$ cat config.mk
export PLATFORM = sky130hd
export DESIGN_NAME = pipe_scheduler_flat
export DESIGN_NICKNAME = d
export VERILOG_FILES = /design/src/rtl/pipe_scheduler_if.sv /design/src/rtl/pipe_scheduler.sv /design/src/flat_wrapper.sv
export SDC_FILE = /design/constraint.sdc
export NUM_CORES = 1
export LEC_CHECK = 0
export ABC_AREA = 1
export CORE_ASPECT_RATIO = 0.7
export CORE_MARGIN = 1.5
export CORE_UTILIZATION = 25
export CTS_CLUSTER_DIAMETER = 100
export CTS_CLUSTER_SIZE = 30
export DETAILED_ROUTE_END_ITERATION = 12
export GPL_TIMING_DRIVEN = 0
export SKIP_CTS_REPAIR_TIMING = 1
export SYNTH_ARGS = -nofsm -noshare
export SYNTH_HDL_FRONTEND = slang
export SYNTH_SLANG_ARGS = --single-unit
export TNS_END_PERCENT = 5
$ cat constraint.sdc
create_clock -name clk -period 26.6 [get_ports clk]
set_clock_uncertainty 0.2 [all_clocks]
set_input_delay 7.98 -clock clk [delete_from_list [all_inputs] [get_ports clk]]
set_output_delay 7.98 -clock clk [all_outputs]
set_load 0.02 [all_outputs]
$ cat src/rtl/pipe_scheduler_if.sv
// Control/status bundle for the pipe scheduler: stimulus in, slot table and score out.
interface pipe_scheduler_if #(parameter int N_PIPE = 3);
  logic [7:0]          n_row;
  logic                start;
  logic                halt;
  logic [24*N_PIPE-1:0] pipes;
  logic [15:0]         score;
  logic                pass_pulse;
  logic                running;

  modport master (output n_row, start, halt, input pipes, score, pass_pulse, running);
  modport slave  (input n_row, start, halt, output pipes, score, pass_pulse, running);
endinterface

$ cat src/rtl/pipe_scheduler.sv
// Scrolling pipe-slot scheduler: fills slots with LFSR-drawn gaps, scrolls them past
// the bird column, recycles the front slot to the back and counts passes.
module pipe_scheduler #(
  parameter int          N_PIPE   = 3,
  parameter int          STEP_DIV = 3,
  parameter int          PIPE_GAP = 50,
  parameter int          GAP_LEN  = 8,
  parameter int          BIRD_COL = 10,
  parameter logic [15:0] SEED     = 16'hACE1
) (
  input logic             clk,
  input logic             rst_n,
  pipe_scheduler_if.slave bus
);
  localparam int          KW       = (N_PIPE > 1) ? $clog2(N_PIPE) : 1;
  localparam int          DW       = (STEP_DIV > 1) ? $clog2(STEP_DIV) : 1;
  localparam logic [7:0]  GAP8     = 8'(GAP_LEN);
  localparam logic [7:0]  PGAP8    = 8'(PIPE_GAP);
  localparam logic [7:0]  BIRD8    = 8'(BIRD_COL);
  localparam logic [15:0] SEED_EFF = (SEED == 16'h0000) ? 16'h0001 : SEED;

  typedef enum logic [1:0] {IDLE, FILL, RUN, STOPPED} state_t;

  state_t                       r_state;
  logic [KW-1:0]                r_k;
  logic [DW-1:0]                r_div;
  logic [15:0]                  r_score;
  logic                         r_pass;
  logic                         r_running;
  logic [15:0]                  r_lfsr;
  logic [N_PIPE-1:0][7:0]       r_pos, r_max, r_min;

  logic        w_start, w_fill, w_step, w_recyc, w_dec, w_pass, w_range;
  logic [7:0]  w_divisor, w_min;
  logic [15:0] w_mod, w_lfsr_nxt;

  assign w_start = ((r_state == IDLE) || (r_state == STOPPED)) && bus.start;
  assign w_fill  = (r_state == FILL) && !bus.halt;
  assign w_step  = (r_state == RUN) && !bus.halt && (r_div == DW'(STEP_DIV - 1));
  assign w_recyc = w_step && (r_pos[0] == 8'd0);
  assign w_dec   = w_step && (r_pos[0] != 8'd0);
  assign w_pass  = w_step && (r_pos[0] == BIRD8);

  // Divisor forced to 1 when the screen is too short so the modulo never sees zero.
  assign w_range    = bus.n_row > GAP8;
  assign w_divisor  = w_range ? (bus.n_row - GAP8) : 8'd1;
  assign w_mod      = r_lfsr % {8'd0, w_divisor};
  assign w_min      = w_range ? w_mod[7:0] : 8'd0;
  assign w_lfsr_nxt = {1'b0, r_lfsr[15:1]} ^ (r_lfsr[0] ? 16'hB400 : 16'h0000);

  always_ff @(posedge clk or negedge rst_n) begin
    if (!rst_n) begin
      r_state   <= IDLE;
      r_k       <= '0;
      r_div     <= '0;
      r_score   <= '0;
      r_pass    <= 1'b0;
      r_running <= 1'b0;
      r_lfsr    <= SEED_EFF;
    end else begin
      r_pass <= w_pass;
      case (r_state)
        IDLE, STOPPED: if (bus.start) begin
          r_state <= FILL;
          r_k     <= '0;
          r_div   <= '0;
          r_score <= '0;
        end
        FILL: if (bus.halt) begin
          r_state <= STOPPED;
        end else begin
          r_lfsr <= w_lfsr_nxt;
          if (r_k == KW'(N_PIPE - 1)) begin
            r_state   <= RUN;
            r_running <= 1'b1;
          end else begin
            r_k <= r_k + 1'b1;
          end
        end
        RUN: if (bus.halt) begin
          r_state   <= STOPPED;
          r_running <= 1'b0;
        end else begin
          r_div <= w_step ? '0 : r_div + 1'b1;
          if (w_recyc) r_lfsr <= w_lfsr_nxt;
          if (w_pass && r_score != 16'hFFFF) r_score <= r_score + 16'd1;
        end
        default: r_state <= IDLE;
      endcase
    end
  end

  for (genvar i = 0; i < N_PIPE; i++) begin : g_slot
    localparam logic [7:0] INIT = 8'(50 * (i + 1));
    always_ff @(posedge clk or negedge rst_n) begin
      if (!rst_n) begin
        r_pos[i] <= INIT;
        r_min[i] <= 8'd0;
        r_max[i] <= GAP8;
      end else if (w_start) begin
        r_pos[i] <= INIT;
      end else if (w_fill && r_k == KW'(i)) begin
        r_min[i] <= w_min;
        r_max[i] <= w_min + GAP8;
      end else if (w_recyc) begin
        if (i == N_PIPE - 1) begin
          r_pos[i] <= r_pos[N_PIPE-1] + PGAP8;
          r_min[i] <= w_min;
          r_max[i] <= w_min + GAP8;
        end else begin
          r_pos[i] <= r_pos[(i+1) % N_PIPE];
          r_min[i] <= r_min[(i+1) % N_PIPE];
          r_max[i] <= r_max[(i+1) % N_PIPE];
        end
      end else if (w_dec) begin
        r_pos[i] <= r_pos[i] - 8'd1;
      end
    end
    assign bus.pipes[24*i +: 24] = {r_pos[i], r_max[i], r_min[i]};
  end

  assign bus.score      = r_score;
  assign bus.pass_pulse = r_pass;
  assign bus.running    = r_running;
endmodule

$ cat src/flat_wrapper.sv
// flat-port wrapper written by rule: the top's interface ports become plain ports
module pipe_scheduler_flat 
#(
  parameter int          N_PIPE   = 3,
  parameter int          STEP_DIV = 3,
  parameter int          PIPE_GAP = 50,
  parameter int          GAP_LEN  = 8,
  parameter int          BIRD_COL = 10,
  parameter logic [15:0] SEED     = 16'hACE1
)
  (clk, rst_n, bus_n_row, bus_start, bus_halt, bus_pipes, bus_score, bus_pass_pulse, bus_running);
  pipe_scheduler_if #(.N_PIPE(N_PIPE)) bus_i ();
  input logic clk;
  input logic rst_n;
  input wire logic [$bits(bus_i.n_row)-1:0] bus_n_row;
  input wire logic [$bits(bus_i.start)-1:0] bus_start;
  input wire logic [$bits(bus_i.halt)-1:0] bus_halt;
  output wire logic [$bits(bus_i.pipes)-1:0] bus_pipes;
  output wire logic [$bits(bus_i.score)-1:0] bus_score;
  output wire logic [$bits(bus_i.pass_pulse)-1:0] bus_pass_pulse;
  output wire logic [$bits(bus_i.running)-1:0] bus_running;
  assign bus_i.n_row = bus_n_row;
  assign bus_i.start = bus_start;
  assign bus_i.halt = bus_halt;
  assign bus_pipes = bus_i.pipes;
  assign bus_score = bus_i.score;
  assign bus_pass_pulse = bus_i.pass_pulse;
  assign bus_running = bus_i.running;
  pipe_scheduler #(.N_PIPE(N_PIPE), .STEP_DIV(STEP_DIV), .PIPE_GAP(PIPE_GAP), .GAP_LEN(GAP_LEN), .BIRD_COL(BIRD_COL), .SEED(SEED)) u_core (.clk(clk), .rst_n(rst_n), .bus(bus_i));
endmodule
==> results of run 1 <==
## routing by layer
metal  share of wire [%]  vias to the layer above
met5                   0                        -
met4                0.84                        0
met3                 4.7                       22
met2                  44                      256
met1                  51                     5512
li1                    -                     5873
## placed cells by master, fill, tap and decap left out, types with 6 or more instances in the layout
cell type        Yosys  layout
nor2_4               8      21
clkbuf_16            0      10
nand3_4              3       6
dfstp_2             21      21
buf_6                3       7
nand2_2             37      79
ha_1               101      75
dfrtp_1             82      82
nand2_1            392     330
inv_4                1       9
clkdlybuf4s50_1      0      92
clkbuf_1            13      14
nand3_2             11      26
nand2_4             12      28
inv_2               13      24
nor3_1              16      14
ha_4                 0      24
xnor2_1             45      45
o21ai_2              4      15
a21oi_2              3      17
o21ai_0            142     116
a21oi_1             64      48
buf_4               11     126
nor2_1             128     114
nand4_1             17      17
inv_1              239     216
or2_2               12      11
xor2_1              25      24
o21ai_1             17      23
o22ai_1             11      11
nand2_8              2       6
nand3_1            104      87
o21ai_4              0       9
o211ai_1             9       9
a31oi_1             10       7
a21o_1              14      14
nand3b_1             6       6
nor2_2              13      14
## state kept, by name, summed over array words and instances, names as in the netlist
register and cells:
u_core.bus.pipes 63, u_core.bus.score 16, u_core.r_lfsr 16, u_core.r_div 2, u_core.r_k 2, u_core.r_state 2
u_core.bus.pass_pulse 1, u_core.bus.running 1
## layout make-up
cell class                      count  area, µm²  share of cell area (%)
Multi-Input combinational cell   1259       8530                    55.4
Sequential cell                   103       2600                    16.9
Timing Repair Buffer              220       1960                    12.7
Inverter                          258       1020                    6.61
Tap cell                          594        743                    4.83
Clock buffer                       11        243                    1.58
Buffer                             32        241                    1.57
Clock inverter                      5       57.6                   0.374
## per-stage QoR
step | std cells | hold slack (ps) | setup WS [ps] | util, %
3_5_place_dp | 2347 | 266 | -9000 | 30.2
6_report | 2482 | 274 | -6000 | 35.2
3_3_place_gp | 2346 | 262 | -8450 | 30.2
2_1_floorplan | 1651 | 253 | -5160 | -
4_1_cts | 2363 | 280 | -8680 | 30.9
5_1_grt | 2482 | 291 | -7580 | 35.2
## path summary, 6_finish.rpt
| check | from | endpoint | slack (ps) | cells past startpoint |
|---|---|---|---|---|
| max | bus_n_row[7] | u_core.bus.pipes[63]$_DFFE_PN0P_ | -6000 | 210 |
| min | u_core.bus.pipes[11]$_DFFE_PN1P_ | u_core.bus.pipes[11]$_DFFE_PN1P_ | 270 | 2 |
| max reg2reg | u_core.r_lfsr[15]$_DFFE_PN1P_ | u_core.bus.pipes[63]$_DFFE_PN0P_ | 1920 | 202 |
| min reg2reg | u_core.bus.pipes[11]$_DFFE_PN1P_ | u_core.bus.pipes[11]$_DFFE_PN1P_ | 270 | 2 |
| max in group asynchronous | rst_n | u_core.r_lfsr[7]$_DFFE_PN1P_ | 18050 | 2 |
| min in group asynchronous | rst_n | u_core.bus.score[1]$_DFFE_PN0P_ | 7370 | 1 |
## critical path: cells and delay by family
family / cells / cell delay (ps)
buf+inv: 27 / 1930
compound gates: 54 / 7680
fa+ha+maj: 16 / 4240
simple gates: 112 / 10520
xor+xnor: 1 / 160
## kinds of logic (layout without fill, tap and decap cells)
| group | after synthesis | after routing |
|---|---|---|
| buf+inv | 290 | 526 |
| compound gates | 306 | 306 |
| fa+ha+maj | 102 | 102 |
| xor+xnor | 70 | 70 |
| mux | 1 | 1 |
| flops | 103 | 103 |
| simple gates | 779 | 780 |
==> impl_metrics.env, run 1 <==
export IMPL_yosysTopAreaCell="dfrtp_1"
export IMPL_clock_fmax_mhz=30.7
export IMPL_rsz0062_at_grt="yes"
export IMPL_synth_seq_area_share_pct=23.4
export IMPL_route_detailed_drc=0
export IMPL_worst_pin_slew_ps=1010
export IMPL_syn_nets=1765
export IMPL_coreArea_mm2=0.0437
export IMPL_cp_slowest_cell="a211o_2"
export IMPL_grt_util_met2_pct=19.4
export IMPL_cpMostUsedCell="nand2_2"
export IMPL_slew_viol_final=0
export IMPL_initial_core_util_pct=25.4
export IMPL_diodes=0
export IMPL_use_met3_pct=2.33
export IMPL_grt_max_degree=68
export IMPL_path_max_fanout=10
export IMPL_min_path_type="reg -> reg"
export IMPL_numCtsBuffers=9
export IMPL_cts_sinks=103
export IMPL_clkTransAtPathRegs_ps=80
export IMPL_yosysWarnings=0
export IMPL_final_cell_area_mm2=0.0154
export IMPL_grt_util_all_layers_pct=13.7
export IMPL_synthMuxAreaShare_pct=0.0901
export IMPL_fp_dieH_um=179
export IMPL_cts_tree="done"
export IMPL_dp_hpwl_mm=24.7
export IMPL_ys_seq_elements=103
export IMPL_synth_common_cells="nand2_1, inv_1, o21ai_0"
export IMPL_via_per_inst=4.70
export IMPL_busiest_layer="met1"
export IMPL_synth_top_family_by_area="simple AND/OR/NAND/NOR gates"
export IMPL_start_kind="input port"
export IMPL_gp_congestion=0.871
export IMPL_violations="setup timing"
export IMPL_synth_compound_area_share_pct=15.8
export IMPL_async_flop_share_pct=100
export IMPL_vias=11663
export IMPL_finalCritPeriodShare_pct=123
export IMPL_antenna_found_initial=0
export IMPL_io_buffers=101
export IMPL_cp_data_arrival_time_ps=32660
export IMPL_die_area_mm2=0.0457
export IMPL_use_met1_pct=21.1
export IMPL_worstPathRequired_ps=26660
export IMPL_synthSimpleGateAreaFrac_pct=33.0
export IMPL_synth_top_area_share_pct=18.5
export IMPL_antenna_left=0
export IMPL_drive_above_1_share_pct=26.7
export IMPL_dpl_cell_area_mm2=0.0132
export IMPL_drt_iter0_drc=714
export IMPL_synth_most_common_cell="nand2_1"
export IMPL_final_setup_tns_ps=-221910
export IMPL_syn_inst=1651
export IMPL_first_pass_iters=5
export IMPL_finish_net_count=1997
export IMPL_finalWorstPathRequiredPeriod_ps=32600
export IMPL_outcome="finished, violations left"
export IMPL_grt_pass1_wl_mm=50.8
export IMPL_htree_num_levels=3
export IMPL_root_buffer="clkbuf_16"
export IMPL_maxCapViolations=0
export IMPL_clockBufferDepth=2
export IMPL_relSlewSlack_pct=32.8
export IMPL_finalSetupViolations=39
export IMPL_end_kind="flop"
export IMPL_routedWlPerCell_um=13.6
export IMPL_worstSkewPairLatency_ps=380
export IMPL_synth_xor_area_share_pct=5.52
export IMPL_synth_adder_area_share_pct=11.6
export IMPL_die_w_um=255
export IMPL_synthDistinctLibCells=68
export IMPL_ios=102
export IMPL_routed_wl_mm=33.7
export IMPL_fin_ws_ps=-6000
export IMPL_synthFlopType="dfrtp_1"
export IMPL_setup_worst_path_class="in -> reg"
export IMPL_synth_area_top_cells="dfrtp_1, nand2_1, ha_1"
export IMPL_syn_to_final_growth_pct=38.6
export IMPL_avgSynthCellArea_um2=6.73
export IMPL_hold_viol=0
export IMPL_rows=64
export IMPL_cp_slowest_stage_delay_ps=340
export IMPL_fillers=4543
export IMPL_synth_edf_count=0
export IMPL_netlist_area_mm2=0.0111
export IMPL_grt_overflow=0
export IMPL_grt_pass1_vias=10065
Power of run 1 is not shown: default switching activity piles up to over one toggle a cycle in this logic, so the estimate is an artifact.
==> run 2, diff against run 1 <==
--- a/config.mk
+++ b/config.mk
@@ -6,6 +6,7 @@
 export NUM_CORES = 1
 export LEC_CHECK = 0
 export ABC_AREA = 1
+export ABC_CLOCK_PERIOD_IN_PS = 26600
 export CORE_ASPECT_RATIO = 0.7
 export CORE_MARGIN = 1.5
 export CORE_UTILIZATION = 25
==> results of run 2 <==
The final DEF is identical to that of run 1; final timing and power are the same.
Power of run 2 is left out for the same reason.
==> run 3, diff against run 2 <==
--- a/config.mk
+++ b/config.mk
@@ -8,7 +8,7 @@
 export ABC_AREA = 1
 export ABC_CLOCK_PERIOD_IN_PS = 26600
 export CORE_ASPECT_RATIO = 0.7
-export CORE_MARGIN = 1.5
+export CORE_MARGIN = 8
 export CORE_UTILIZATION = 25
 export CTS_CLUSTER_DIAMETER = 100
 export CTS_CLUSTER_SIZE = 30
==> run 3 against run 2 <==
Net effect:
- the flow still finishes with violations (setup timing)
- flip-flop and latch count is the same
- via count is 0.50% higher
- maximum frequency is 0.95% lower
- register-to-register slack lost 240 ps
- routed wire length is 2.1% higher
- sequential share of layout area decreased by 0.17 points
- non-clock buffer count is 12 higher
- cell count is 0.44% higher
- largest cell class unchanged
==> impl_metrics.env, run 3 (synthesis gave the netlist of run 1 again) <==
export IMPL_antenna_left=0
export IMPL_route_detailed_drc=0
export IMPL_first_pass_iters=5
export IMPL_io_buffers=101
export IMPL_root_buffer="clkbuf_16"
export IMPL_outcome="finished, violations left"
export IMPL_drt_iter0_drc=765
export IMPL_cp_slowest_cell="ha_1"
export IMPL_rsz0062_at_grt="yes"
export IMPL_finalCritPeriodShare_pct=124
export IMPL_pre_cts_ws_ps=-9160
export IMPL_relSlewSlack_pct=31.0
export IMPL_finalSetupViolations=39
export IMPL_initial_core_util_pct=25.4
export IMPL_r2r_end="u_core.bus.pipes[15]$_DFFE_PN0P_"
export IMPL_syn_to_final_growth_pct=40.1
export IMPL_coreArea_mm2=0.0438
export IMPL_setup_worst_path_class="in -> reg"
export IMPL_path_max_fanout=8
export IMPL_multi_input_area_mm2=0.00862
export IMPL_r2r_slack_ps=1680
export IMPL_largest_reg_flops=63
export IMPL_finish_net_count=2008
export IMPL_slew_viol_final=0
export IMPL_worstSkewPairLatency_ps=370
export IMPL_worstPathRequired_ps=26660
export IMPL_ios=102
export IMPL_dp_hpwl_mm=25.2
export IMPL_cts_sinks=103
export IMPL_routed_wl_mm=34.4
export IMPL_finalWorstPathRequiredPeriod_ps=32910
export IMPL_ff_latch_area_mm2=0.00260
export IMPL_clock_fmax_mhz=30.4
export IMPL_min_to="u_core.bus.pipes[11]$_DFFE_PN1P_"
export IMPL_die_area_mm2=0.0515
export IMPL_grt_max_degree=68
export IMPL_violations="setup timing"
export IMPL_antenna_found_initial=0
export IMPL_dpl_cell_area_mm2=0.0132
export IMPL_gp_congestion=0.846
export IMPL_fin_ws_ps=-6310
export IMPL_clkTransAtPathRegs_ps=70
export IMPL_clockBufferDepth=2
export IMPL_cp_slowest_stage_delay_ps=330
export IMPL_worst_pin_slew_ps=1030
export IMPL_rows=64
export IMPL_final_cell_area_mm2=0.0156
export IMPL_cts_tree="done"
export IMPL_numCtsBuffers=9
export IMPL_start_kind="input port"
export IMPL_die_w_um=268
export IMPL_hold_depth=2
export IMPL_layout_common_cells="nand2_1, inv_1, buf_4"
export IMPL_r2r_start="u_core.r_lfsr[15]$_DFFE_PN1P_"
export IMPL_cp_data_arrival_time_ps=32970
export IMPL_min_delay_start="u_core.bus.pipes[11]$_DFFE_PN1P_"
export IMPL_layout_commonest_cell="nand2_1"
export IMPL_htree_num_levels=3
export IMPL_grt_pass1_vias=10437
export IMPL_routedWlPerCell_um=13.8
export IMPL_min_path_type="reg -> reg"
export IMPL_end_kind="flop"
export IMPL_grt_util_all_layers_pct=12.0
export IMPL_hold_viol=0
export IMPL_fp_dieH_um=192
export IMPL_rr_worst_depth=204
export IMPL_vias=11721
export IMPL_via_per_inst=4.70
export IMPL_grt_overflow=0
export IMPL_grt_pass1_wl_mm=52.1
export IMPL_crit_path_start="bus_n_row[5]"
export IMPL_cpMostUsedCell="nand2_2"
export IMPL_fillers=4547
export IMPL_drive_above_1_share_pct=28.2
export IMPL_diodes=0
export IMPL_maxCapViolations=0
## run 3: changes by cell type in the layout (fill, tap and decap cells not counted), moves of 4 or more
| cell | change |
|---|---|
| buf_4 | +11 |
| nand2_1 | -8 |
| nand2_4 | +5 |
| buf_6 | +4 |
| o21ai_0 | -4 |
| o21ai_2 | +4 |
## run 3: per-stage QoR
stage / utilization [%] / std cells / hold WS [ps] / setup TNS (ps)
after floorplan: - / 1651 / 253 / -185270
after global placement: 30.1 / 2346 / 260 / -314760
after detailed placement: 30.2 / 2347 / 266 / -339620
after CTS: 30.9 / 2363 / 279 / -328250
after global routing: 35.5 / 2493 / 314 / -291800
final: 35.5 / 2493 / 272 / -234660
## run 3: metal layers
layer / part of all wire (%) / GRT usage, % / routed length, µm / vias up
li1: - / - / - / 5867
met3: 4.2 / 1.83 / 1440 / 25
met1: 50 / 17.8 / 17300 / 5577
met4: 1.0 / 1.95 / 355 / 0
met2: 44 / 18.5 / 15300 / 252
met5: 0 / 0 / 0 / -
## run 3: final cells by class
class	count	area share (%)
clock inverter	4	0.346
inverter	258	6.49
buffer	32	1.48
clock buffer	12	1.65
tap	594	4.78
timing repair buffer	232	13.1
sequential	103	16.7
multi-input combinational	1258	55.4
## run 3: critical path: cells and delay by family
| kind | cells | cell delay, ps |
|---|---|---|
| xor gates and xnor gates | 1 | 140 |
| buffers and inverters | 24 | 1710 |
| AOI/OAI and AO/OA | 53 | 7730 |
| adders and majority gates | 16 | 4220 |
| and+or+nand+nor | 118 | 11130 |
## run 3: worst max path at each step
| stage | endpoint | slack [ps] | depth (start not counted) |
|---|---|---|---|
| 5_1_grt | u_core.bus.pipes[63]$_DFFE_PN0P_ | -7800 | 212 |
| 3_5_place_dp | u_core.bus.pipes[63]$_DFFE_PN0P_ | -9160 | 214 |
| 2_1_floorplan | u_core.bus.pipes[15]$_DFFE_PN0P_ | -5160 | 215 |
| 6_report | u_core.bus.pipes[15]$_DFFE_PN0P_ | -6310 | 212 |
| 3_3_place_gp | u_core.bus.pipes[39]$_DFFE_PN0P_ | -8520 | 214 |
| 4_1_cts | u_core.bus.pipes[63]$_DFFE_PN0P_ | -8870 | 214 |
Power of run 3 is left out for the same reason.
